==> src/rtl/dmem_arbiter.sv <==
// dmem_arbiter: shares a single-port synchronous data RAM between the CPU
// load/store path and a debug/loader port. It holds one access at a time,
// uses a req/gnt handshake and breaks ties with round-robin.
module dmem_arbiter #(
  parameter int ADDR_W = 5,
  parameter int DATA_W = 32
) (
  input  logic              clk,
  input  logic              rst_n,
  input  logic              cpu_req_i,
  input  logic              cpu_we_i,
  input  logic [ADDR_W-1:0] cpu_addr_i,
  input  logic [DATA_W-1:0] cpu_wdata_i,
  output logic              cpu_gnt_o,
  output logic              cpu_rvalid_o,
  output logic [DATA_W-1:0] cpu_rdata_o,
  input  logic              dbg_req_i,
  input  logic              dbg_we_i,
  input  logic [ADDR_W-1:0] dbg_addr_i,
  input  logic [DATA_W-1:0] dbg_wdata_i,
  output logic              dbg_gnt_o,
  output logic              dbg_rvalid_o,
  output logic [DATA_W-1:0] dbg_rdata_o,
  output logic [ADDR_W-1:0] ram_addr_o,
  output logic [DATA_W-1:0] ram_data_o,
  output logic              ram_wren_o,
  input  logic [DATA_W-1:0] ram_q_i,
  output logic              busy_o
);

  typedef enum logic [1:0] {
    IDLE  = 2'd0,
    ISSUE = 2'd1,
    RESP  = 2'd2
  } state_e;

  // Owner encoding: 0 = CPU, 1 = debug port.
  localparam logic OWN_CPU = 1'b0;
  localparam logic OWN_DBG = 1'b1;

  state_e              state_q, state_d;
  logic                owner_q;
  logic                last_q;
  logic                we_q;
  logic [ADDR_W-1:0]   addr_q;
  logic [DATA_W-1:0]   wdata_q;
  logic                win_s;
  logic                pick_s;
  logic                cpu_rvalid_q, dbg_rvalid_q;
  logic [DATA_W-1:0]   cpu_rdata_q, dbg_rdata_q;

  // State register.
  always_ff @(posedge clk or negedge rst_n) begin
    if (!rst_n) begin
      state_q <= IDLE;
    end else begin
      state_q <= state_d;
    end
  end

  // Next-state logic and round-robin winner selection (IDLE only).
  always_comb begin
    state_d = state_q;
    win_s   = 1'b0;
    pick_s  = OWN_CPU;
    case (state_q)
      IDLE: begin
        if (cpu_req_i && dbg_req_i) begin
          win_s  = 1'b1;
          pick_s = ~last_q;
        end else if (cpu_req_i) begin
          win_s  = 1'b1;
          pick_s = OWN_CPU;
        end else if (dbg_req_i) begin
          win_s  = 1'b1;
          pick_s = OWN_DBG;
        end else begin
          win_s  = 1'b0;
          pick_s = OWN_CPU;
        end
        if (win_s) begin
          state_d = ISSUE;
        end else begin
          state_d = IDLE;
        end
      end
      ISSUE: begin
        if (we_q) begin
          state_d = IDLE;
        end else begin
          state_d = RESP;
        end
      end
      RESP:    state_d = IDLE;
      default: state_d = IDLE;
    endcase
  end

  // Output decode: grant, write enable and busy follow the state register.
  always_comb begin
    cpu_gnt_o  = 1'b0;
    dbg_gnt_o  = 1'b0;
    ram_wren_o = 1'b0;
    busy_o     = 1'b0;
    case (state_q)
      IDLE: begin
        busy_o = 1'b0;
      end
      ISSUE: begin
        busy_o     = 1'b1;
        ram_wren_o = we_q;
        cpu_gnt_o  = (owner_q == OWN_CPU);
        dbg_gnt_o  = (owner_q == OWN_DBG);
      end
      RESP: begin
        busy_o = 1'b1;
      end
      default: begin
        busy_o = 1'b0;
      end
    endcase
  end

  // Command capture: latch the winner's command and remember it for fairness.
  always_ff @(posedge clk or negedge rst_n) begin
    if (!rst_n) begin
      owner_q <= OWN_CPU;
      last_q  <= OWN_DBG;
      we_q    <= 1'b0;
      addr_q  <= {ADDR_W{1'b0}};
      wdata_q <= {DATA_W{1'b0}};
    end else if (state_q == IDLE && win_s) begin
      owner_q <= pick_s;
      last_q  <= pick_s;
      if (pick_s == OWN_DBG) begin
        we_q    <= dbg_we_i;
        addr_q  <= dbg_addr_i;
        wdata_q <= dbg_wdata_i;
      end else begin
        we_q    <= cpu_we_i;
        addr_q  <= cpu_addr_i;
        wdata_q <= cpu_wdata_i;
      end
    end
  end

  // Read return: capture RAM data at the end of RESP into the owner's port only.
  always_ff @(posedge clk or negedge rst_n) begin
    if (!rst_n) begin
      cpu_rvalid_q <= 1'b0;
      dbg_rvalid_q <= 1'b0;
      cpu_rdata_q  <= {DATA_W{1'b0}};
      dbg_rdata_q  <= {DATA_W{1'b0}};
    end else begin
      cpu_rvalid_q <= (state_q == RESP) && (owner_q == OWN_CPU);
      dbg_rvalid_q <= (state_q == RESP) && (owner_q == OWN_DBG);
      if (state_q == RESP && owner_q == OWN_CPU) begin
        cpu_rdata_q <= ram_q_i;
      end
      if (state_q == RESP && owner_q == OWN_DBG) begin
        dbg_rdata_q <= ram_q_i;
      end
    end
  end

  assign ram_addr_o   = addr_q;
  assign ram_data_o   = wdata_q;
  assign cpu_rvalid_o = cpu_rvalid_q;
  assign dbg_rvalid_o = dbg_rvalid_q;
  assign cpu_rdata_o  = cpu_rdata_q;
  assign dbg_rdata_o  = dbg_rdata_q;

endmodule

==> config.mk <==
export PLATFORM = sky130hd
export DESIGN_NAME = dmem_arbiter
export DESIGN_NICKNAME = d
export VERILOG_FILES = /design/src/rtl/dmem_arbiter.sv
export SDC_FILE = /design/constraint.sdc
export NUM_CORES = 1
export LEC_CHECK = 0
export ABC_AREA = 1
export CAP_MARGIN = 20
export CORE_MARGIN = 3
export CORE_UTILIZATION = 35
export DETAILED_ROUTE_END_ITERATION = 12
export GPL_TIMING_DRIVEN = 1
export PLACE_DENSITY = 0.69
export SLEW_MARGIN = 20
export SYNTH_ARGS = -nofsm -noshare
export SYNTH_HDL_FRONTEND = slang
export SYNTH_SLANG_ARGS = --single-unit
==> constraint.sdc <==
create_clock -name clk -period 3.5 [get_ports clk]
set_input_delay 0.7 -clock clk [delete_from_list [all_inputs] [get_ports clk]]
set_output_delay 0.7 -clock clk [all_outputs]
set_load 0.005 [all_outputs]
Word level (Yosys, flattened, before mapping)
Index checks and enable logic that the tools add are counted.

storage, ports and cells
  register bits = 108
  output and inout bits = 107
  logic and storage cells = 38

operators by class
  equality and inequality tests = 2
  mux-type cells = 18
  bitwise operators = 2
  reduce and logical (&&, ||, !) cells = 6

operators by type and width
  kind                                           count
  two-way mux 32 bit                             1
  two-way mux 1 bit                              14
  two-way mux 5 bit                              1
  logical AND 1 bit                              4
  case mux 2 bit (2 select lines)                1
  == test 2 x 1 -> 1 bit, second input constant  1
  == test 2 bit, second input constant           1
  logical NOT 2 bit                              1
  two-way mux 2 bit                              1
  NOT 1 bit                                      2
  OR reduction 2 bit                             1

Logic depth before layout (Yosys ltp)
Gate-level depths: netlist of the first run.

  depth after elaboration = 6
  mapped depth = 9
  mapped depth without buffers = 8

Worst setup path before layout of the first run
Ideal clock, no wire load.

  path type = reg2out
  start = register state_q[1]
  end = output port cpu_gnt_o
  arrival time = 0.741 ns
  data required time = 2.800 ns
  slack = 2.059 ns
  cell stages (with the launch flop) = 5
  cells stage by stage = dfrtp_1 > inv_1 > ha_1 > inv_1 > nor2_1

on the way
  word-level cells in the longest chain between the ends = 2

RTL lines
  what                    line  source
  start, declared         41    state_e state_q, state_d;
  start signal, assigned  57    state_q <= state_d;
  == test 2 x 1 -> 1 bit  105   case (state_q)
  two-way mux 1 bit       105
  end, declared           14    output logic cpu_gnt_o,

Every way passes these cells.

Worst setup path in the final report of the first run
Ends and elaborated chain as after synthesis.

==> metrics.log, run 1 <==
INFO  metric antenna_violations_before_repair = 0
INFO  metric run_status = finished clean
INFO  metric finalNetCount = between 900 and 1k
INFO  metric coreArea = 0.0134 mm²
INFO  metric dp_wirelength = approximately 10 mm
INFO  metric power.density = approximately 830 mW/mm²
INFO  metric power.internal = about 4 mW
INFO  metric rsz_0062_raised_after_global_routing = false
INFO  metric wire_per_inst = ~14 µm
INFO  metric via_count_of_the_first_global_routing_pass = 4318
INFO  metric slowest_stage = clkdlybuf4s50_1
INFO  metric number_of_enable_flip_flop_cells_after_synthesis = 0
INFO  metric cts_root_buffer = clkbuf_16
INFO  metric critical_path_class = reg -> out
INFO  metric maxClockFrequency = about 420 MHz
INFO  metric clock-skew-final = about 0.0063 ns
INFO  metric max-cap-violations = 0
INFO  metric post-route-drc-count = 0
INFO  metric clk-insertion-delay-late = about 0.34 ns
INFO  metric grt_max_degree = 66
INFO  metric fin_tns_setup = 0 ns
INFO  metric worstSetupStartpointType = register
INFO  metric io_count = approximately 220
INFO  metric maximum_ir_drop_on_the_vdd_rail = around 0.53 mV
INFO  metric drtPass1Iterations = 4
INFO  metric critical-path-max-stage-delay = approximately 0.53 ns
INFO  metric yosysWarningCount = 0
INFO  metric postcts_setup_bufs = 0
INFO  metric worst_slew_pin_slew = 0.675 ns
INFO  metric synth_area_leader_cell = dfrtp_1
INFO  metric sequential_fraction_of_the_synthesis_area = a little under three fifths
INFO  metric seqPwrFrac = a little over a third
INFO  metric cp.buffers_inverters = 3
INFO  metric final-instance-count-excl-fill = ~980
INFO  metric power.share.combinational = a little under half
INFO  metric antenna_cells_inserted = 0
INFO  metric area.growth.synth_to_final = 53.0%
INFO  metric die_width = around 120 µm
INFO  metric place.port_buffers = ~220
INFO  metric syn_nets = between 700 and 800
INFO  metric power.leakage = between 3 and 4 nW
INFO  metric synth_flop_cell = dfrtp_1
INFO  metric placed_cells = between 900 and 1k
INFO  metric ctsResizeCount = 0
INFO  metric final_hold_viol_count = 0
INFO  metric die-height = around 120 µm
INFO  metric postRouteWirelength = 13.4 mm
INFO  metric ys_top_cells_by_count = nand2_1 (187), inv_1 (115), dfrtp_1 (107)
INFO  metric timing.critical_path.max_delay_family = buffers and inverters
INFO  metric globalplace.congestion = 0.871
INFO  metric post-synth-top-count-cell = nand2_1
INFO  metric min_period_over_period = 67.4%
INFO  metric cts.sink_count = about 110
INFO  metric initial_utilization = 36.1%
INFO  metric data_arrival_time_at_the_worst_slack_endpoint = approximately 1.7 ns
INFO  metric share_clk_of_total_power = 17.1%
INFO  metric count_of_pins_over_their_slew_limit = 0
INFO  metric clk_pin_slew_worst_paths = ~0.070 ns
INFO  metric min_path_type = in -> async
INFO  metric synth.top_cells.by_area = dfrtp_1 (55%), nand2_1 (14%), inv_1 (8.9%)
INFO  metric grt_first_pass_wirelength = between 20 and 25 mm
INFO  metric cts-buffers-inserted = 9
INFO  metric sw_frac_of_total = 34.6%
INFO  metric grt_remaining_overflow = 0
INFO  metric grt_use_total = approximately 18%
INFO  metric cts_max_level = 3
INFO  metric postSynthRegisterBits = ~110
INFO  metric die_outline_area = 0.0153 mm²
INFO  metric synth_cells = 594
INFO  metric async_reset_ff_share = 100%
INFO  metric setup_violations = 0
INFO  metric synthesis.area = roughly 0.0048 mm²
INFO  metric end_kind = output pin
INFO  metric worst-path-max-fanout = 3
INFO  metric synth_top_area_share = 55.3%
INFO  metric synth_area_per_cell = between 8 and 9 µm²
INFO  metric cts_tree = done
INFO  metric total_via_count_in_the_routed_design = 4444
INFO  metric rows = between 40 and 50
INFO  metric worst_path_most_repeated_cell = inv_1
INFO  metric post_layout_total_power = just over 6 mW
INFO  metric net_switching_power_figure = about 2.1 mW
INFO  metric cts_max_path_buffers = 2
INFO  metric drt_iter0_drc = 286
INFO  metric worstPathRequired = approximately 2.8 ns
INFO  metric synthDistinctLibCells = 16
INFO  metric share_of_layout_cells_above_drive_strength_1 = about 4%
INFO  metric post_layout_min_period = about 2.4 ns
INFO  metric route.antenna.remaining_nets = 0
INFO  metric slew_headroom = a little over half
INFO  metric critical_path.cell_chain = inv_1, ha_1, inv_1, nor2_1, clkdlybuf4s50_1
INFO  metric post_drt_via_cell_ratio = between 4 and 5
INFO  metric hold_buffers = 0
[worst paths after layout]
check,endpoint,slack (ns),from,cells after the start
setup / recovery,cpu_gnt_o,1.14,state_q[1],5
hold / removal,dbg_rdata_o[5],0.35,rst_n,1
setup reg to reg,we_q,1.76,state_q[0],9
hold reg to reg,state_q[1],0.47,we_q,1
max in group asynchronous,ram_data_o[18],2.39,rst_n,2
min in group clk,state_q[1],0.47,we_q,1
[registers in the layout, summed over array words and instances, names as in the netlist]
signal	flops
dbg_rdata_o	32
ram_addr_o	5
ram_data_o	32
cpu_rdata_o	32
dbg_rvalid_o	1
state_q	2
we_q	1
last_q	1
owner_q	1
cpu_rvalid_o	1
[power by group through the flow]
stage | clock, mW | combinational, mW | sequential, mW
2_1_floorplan | 0 | 1.22 | 2.27
3_3_place_gp | 0 | 2.86 | 2.24
3_5_place_dp | 0 | 2.92 | 2.26
4_1_cts | 1.09 | 2.92 | 2.25
5_1_grt | 1.15 | 3.22 | 2.31
6_report | 1.06 | 2.87 | 2.24
[cells in the final DEF (no fill, tap or decap)]
cell type	synthesis	layout
dfstp_2	1	1
nand2_4	0	2
inv_6	0	4
clkinv_8	0	1
buf_4	7	5
clkdlybuf4s50_1	0	217
nand2_1	187	185
buf_12	0	1
nor2_1	2	2
o21ai_4	0	1
o21ai_0	26	26
inv_1	115	115
inv_2	3	3
clkinv_4	0	1
o21ai_2	4	3
bufinv_16	0	1
o21ai_1	36	36
dfrtp_1	107	107
nand3_1	76	76
clkbuf_16	0	9
ha_1	3	3
[cell type report]
type | count | area [µm²]
Fill cell | 1204 | 5990
Sequential cell | 108 | 2700
Timing Repair Buffer | 223 | 2230
Multi-Input combinational cell | 334 | 1500
Inverter | 118 | 443
Clock buffer | 9 | 225
Tap cell | 176 | 220
Clock inverter | 7 | 90.1
[per-stage QoR]
step / setup WS (ns) / hold WS (ns) / area [µm²] / utilization, %
floorplan: 2.06 / 0.404 / 4840 / -
global placement: 1.26 / 0.452 / 7080 / 52.8
detailed placement: 1.17 / 0.464 / 7080 / 52.8
CTS: 1.12 / 0.380 / 7400 / 55.2
global route: 0.961 / 0.394 / 7410 / 55.3
finish: 1.14 / 0.353 / 7410 / 55.3
[cells by family after synthesis]
| logic type | Yosys count | share of synthesized area, % |
|---|---|---|
| compound gates | 66 | 7.13 |
| fa+ha+maj | 3 | 0.775 |
| buf+inv | 152 | 13.7 |
| flops | 108 | 55.8 |
| simple gates | 265 | 22.5 |
[routing by layer]
layer | global-route usage [%] | share of wire [%] | wire length (µm)
met1 | 23.6 | 45 | 5980
met5 | 0 | 0 | 0
met4 | 6.44 | 1.4 | 191
met2 | 26.9 | 44 | 5950
met3 | 5.00 | 9.4 | 1260
(Power assumes the default switching activity.)
==> run 2: changes to the inputs <==
==> constraint.sdc (replaced) <==
create_clock -name clk -period 2.3 [get_ports clk]
set_input_delay 0.46 -clock clk [delete_from_list [all_inputs] [get_ports clk]]
set_output_delay 0.46 -clock clk [all_outputs]
set_load 0.005 [all_outputs]
==> run 2 against run 1 <==
  * Flip-flop and latch count unchanged
  * Cell area up 1.3%
  * Sequential power up 52%
  * Largest cell class unchanged
==> metrics.log, run 2 (synthesized netlist as in run 1, its figures left out) <==
INFO  metric run_status = finished clean
INFO  metric share_of_layout_cells_above_drive_strength_1 = ~4.6%
INFO  metric critical_path.cell_chain = inv_1, ha_1, inv_1, nor2_1, clkdlybuf4s50_1
INFO  metric rr_worst_depth = 9
INFO  metric hold_buffers = 0
INFO  metric worstSetupStartpointType = register
INFO  metric power.share.combinational = ~48%
INFO  metric grt_use_total = approximately 17%
INFO  metric ctsResizeCount = 0
INFO  metric grt_max_degree = 67
INFO  metric io_count = roughly 220
INFO  metric power.leakage = approximately 3.9 nW
INFO  metric data_arrival_time_at_the_worst_slack_endpoint = around 1.7 ns
INFO  metric rsz_0062_raised_after_global_routing = false
INFO  metric cts_max_level = 3
INFO  metric wire_per_inst = roughly 14 µm
INFO  metric clk_pin_slew_worst_paths = 0.07 ns
INFO  metric share_clk_of_total_power = ~17%
INFO  metric worst_slew_pin_slew = 0.563 ns
INFO  metric seqPwrFrac = between 30% and 40%
INFO  metric crit_end = cpu_gnt_o
INFO  metric coreArea = between 0.01 and 0.015 mm²
INFO  metric fill_cells = approximately 1.2k
INFO  metric worst_path_most_repeated_cell = inv_1
INFO  metric cts_root_buffer = clkbuf_16
INFO  metric via_count_of_the_first_global_routing_pass = about 4.5k
INFO  metric postcts_setup_bufs = 0
INFO  metric antenna_cells_inserted = 0
INFO  metric placed_cells = roughly 960
INFO  metric critical-path-max-stage-delay = 0.54 ns
INFO  metric final-instance-count-excl-fill = slightly below 1k
INFO  metric critical_path.reg2reg.endpoint = ram_data_o[11]
INFO  metric die-height = approximately 120 µm
INFO  metric min_period_over_period = ~93%
INFO  metric slew_headroom = between 60% and 70%
INFO  metric slowest_stage = clkdlybuf4s50_1
INFO  metric power.density = 1270 mW/mm²
INFO  metric max-cap-violations = 0
INFO  metric net_switching_power_figure = between 3 and 4 mW
INFO  metric setup_violations = 0
INFO  metric globalplace.congestion = between 0.8 and 0.9
INFO  metric die_width = around 120 µm
INFO  metric worst_r2r_startpoint = state_q[0]
INFO  metric postRouteWirelength = about 13 mm
INFO  metric route.antenna.remaining_nets = 0
INFO  metric cts_tree = done
INFO  metric setup.worst_path.start = state_q[1]
INFO  metric count_of_pins_over_their_slew_limit = 0
INFO  metric cts_max_path_buffers = 2
INFO  metric clk-insertion-delay-late = 0.34 ns
INFO  metric post-route-drc-count = 0
INFO  metric post_drt_via_cell_ratio = 4.58
INFO  metric maximum_ir_drop_on_the_vdd_rail = about 0.44 mV
INFO  metric finalNetCount = about 910
INFO  metric cts-buffers-inserted = 9
INFO  metric initial_utilization = a little over a third
INFO  metric layout.cells.most_common_list = clkdlybuf4s50_1 (217), nand2_1 (185), inv_1 (115)
INFO  metric seq_area = 0.00270 mm²
INFO  metric total_via_count_in_the_routed_design = 4485
INFO  metric final_hold_viol_count = 0
INFO  metric maxClockFrequency = 466 MHz
INFO  metric layout_commonest_cell = clkdlybuf4s50_1
INFO  metric drt_iter0_drc = about 260
INFO  metric sw_frac_of_total = approximately 34%
INFO  metric rows = 42
INFO  metric drtPass1Iterations = 4
INFO  metric power.internal = 6.27 mW
INFO  metric dp_wirelength = between 9 and 10 mm
INFO  metric worstPathRequired = approximately 1.8 ns
INFO  metric grt_first_pass_wirelength = roughly 21 mm
INFO  metric grt_remaining_overflow = 0
INFO  metric cts.sink_count = between 100 and 150
INFO  metric worst-path-max-fanout = 3
INFO  metric clock-skew-final = ~0.0077 ns
INFO  metric area.growth.synth_to_final = 55.0%
INFO  metric critical_path_class = reg -> out
INFO  metric reg2reg_setup_slack = ~0.8 ns
INFO  metric min_path_type = in -> async
INFO  metric end_kind = output pin
INFO  metric post_layout_min_period = between 2 and 2.5 ns
INFO  metric antenna_violations_before_repair = 0
INFO  metric place.port_buffers = 218
INFO  metric die_outline_area = roughly 0.015 mm²
INFO  metric multi_input_gate_area_in_the_final_layout = between 0.001 and 0.0015 mm²
INFO  metric fin_tns_setup = 0 ns
run 2: cell types whose count changed in the layout (fill, tap and decap cells not counted):
cell      change
buf_12        +6
inv_6         -3
clkinv_4      +2
nand2_2       +2
nand2_4       -2
buf_4         -1
clkinv_2      +1
run 2: how the worst min path moves through the flow:
stage / from / endpoint / slack, ns / depth (start not counted)
after floorplan: rst_n / cpu_rdata_o[0] / 0.16 / 0
after global placement: last_q / last_q / 0.46 / 2
after detailed placement: ram_data_o[6] / ram_data_o[6] / 0.47 / 2
after CTS: rst_n / dbg_rdata_o[9] / 0.12 / 2
after global routing: rst_n / dbg_rdata_o[9] / 0.13 / 2
final: rst_n / dbg_rdata_o[9] / 0.11 / 2
run 2: power groups by stage:
stage	clock, mW	sequential (mW)	combinational, mW
2_1_floorplan	0	3.45	1.85
3_3_place_gp	0	3.41	4.50
3_5_place_dp	0	3.43	4.59
4_1_cts	1.62	3.42	4.61
5_1_grt	1.71	3.52	5.06
6_report	1.57	3.41	4.53
run 2: cell type report:
| class | count | area share (%) |
|---|---|---|
| Tap cell | 176 | 2.93 |
| Multi-Input combinational cell | 334 | 19.8 |
| Clock inverter | 7 | 1.15 |
| Inverter | 118 | 5.90 |
| Sequential cell | 108 | 36.0 |
| Timing Repair Buffer | 228 | 31.2 |
| Clock buffer | 9 | 3.00 |
run 2: metrics by stage:
step	hold slack [ns]	power (mW)	area, µm²	setup slack [ns]	utilization [%]
final	0.111	9.51	7510	0.155	56.0
after global routing	0.130	10.3	7510	0.0206	56.0
after CTS	0.117	9.64	7510	0.132	56.0
after detailed placement	0.468	8.03	7190	0.367	53.7
after global placement	0.460	7.91	7190	0.428	53.7
after floorplan	0.164	5.31	4840	1.03	-
run 2: routing by layer:
metal | GRT usage (%) | vias up | wire, µm
met5 | 0 | - | 0
li1 | - | 2211 | -
met2 | 27.8 | 207 | 6080
met1 | 22.6 | 2052 | 5590
met4 | 6.57 | 0 | 213
met3 | 5.04 | 15 | 1410
run 2: worst max-delay path: cells and delay by family, from the launching register on:
| family | cells | cell delay (ns) |
|---|---|---|
| adders and majority gates | 1 | 0.19 |
| and+or+nand+nor | 1 | 0.09 |
| buffers and inverters | 3 | 0.68 |
| DFF | 1 | 0.38 |
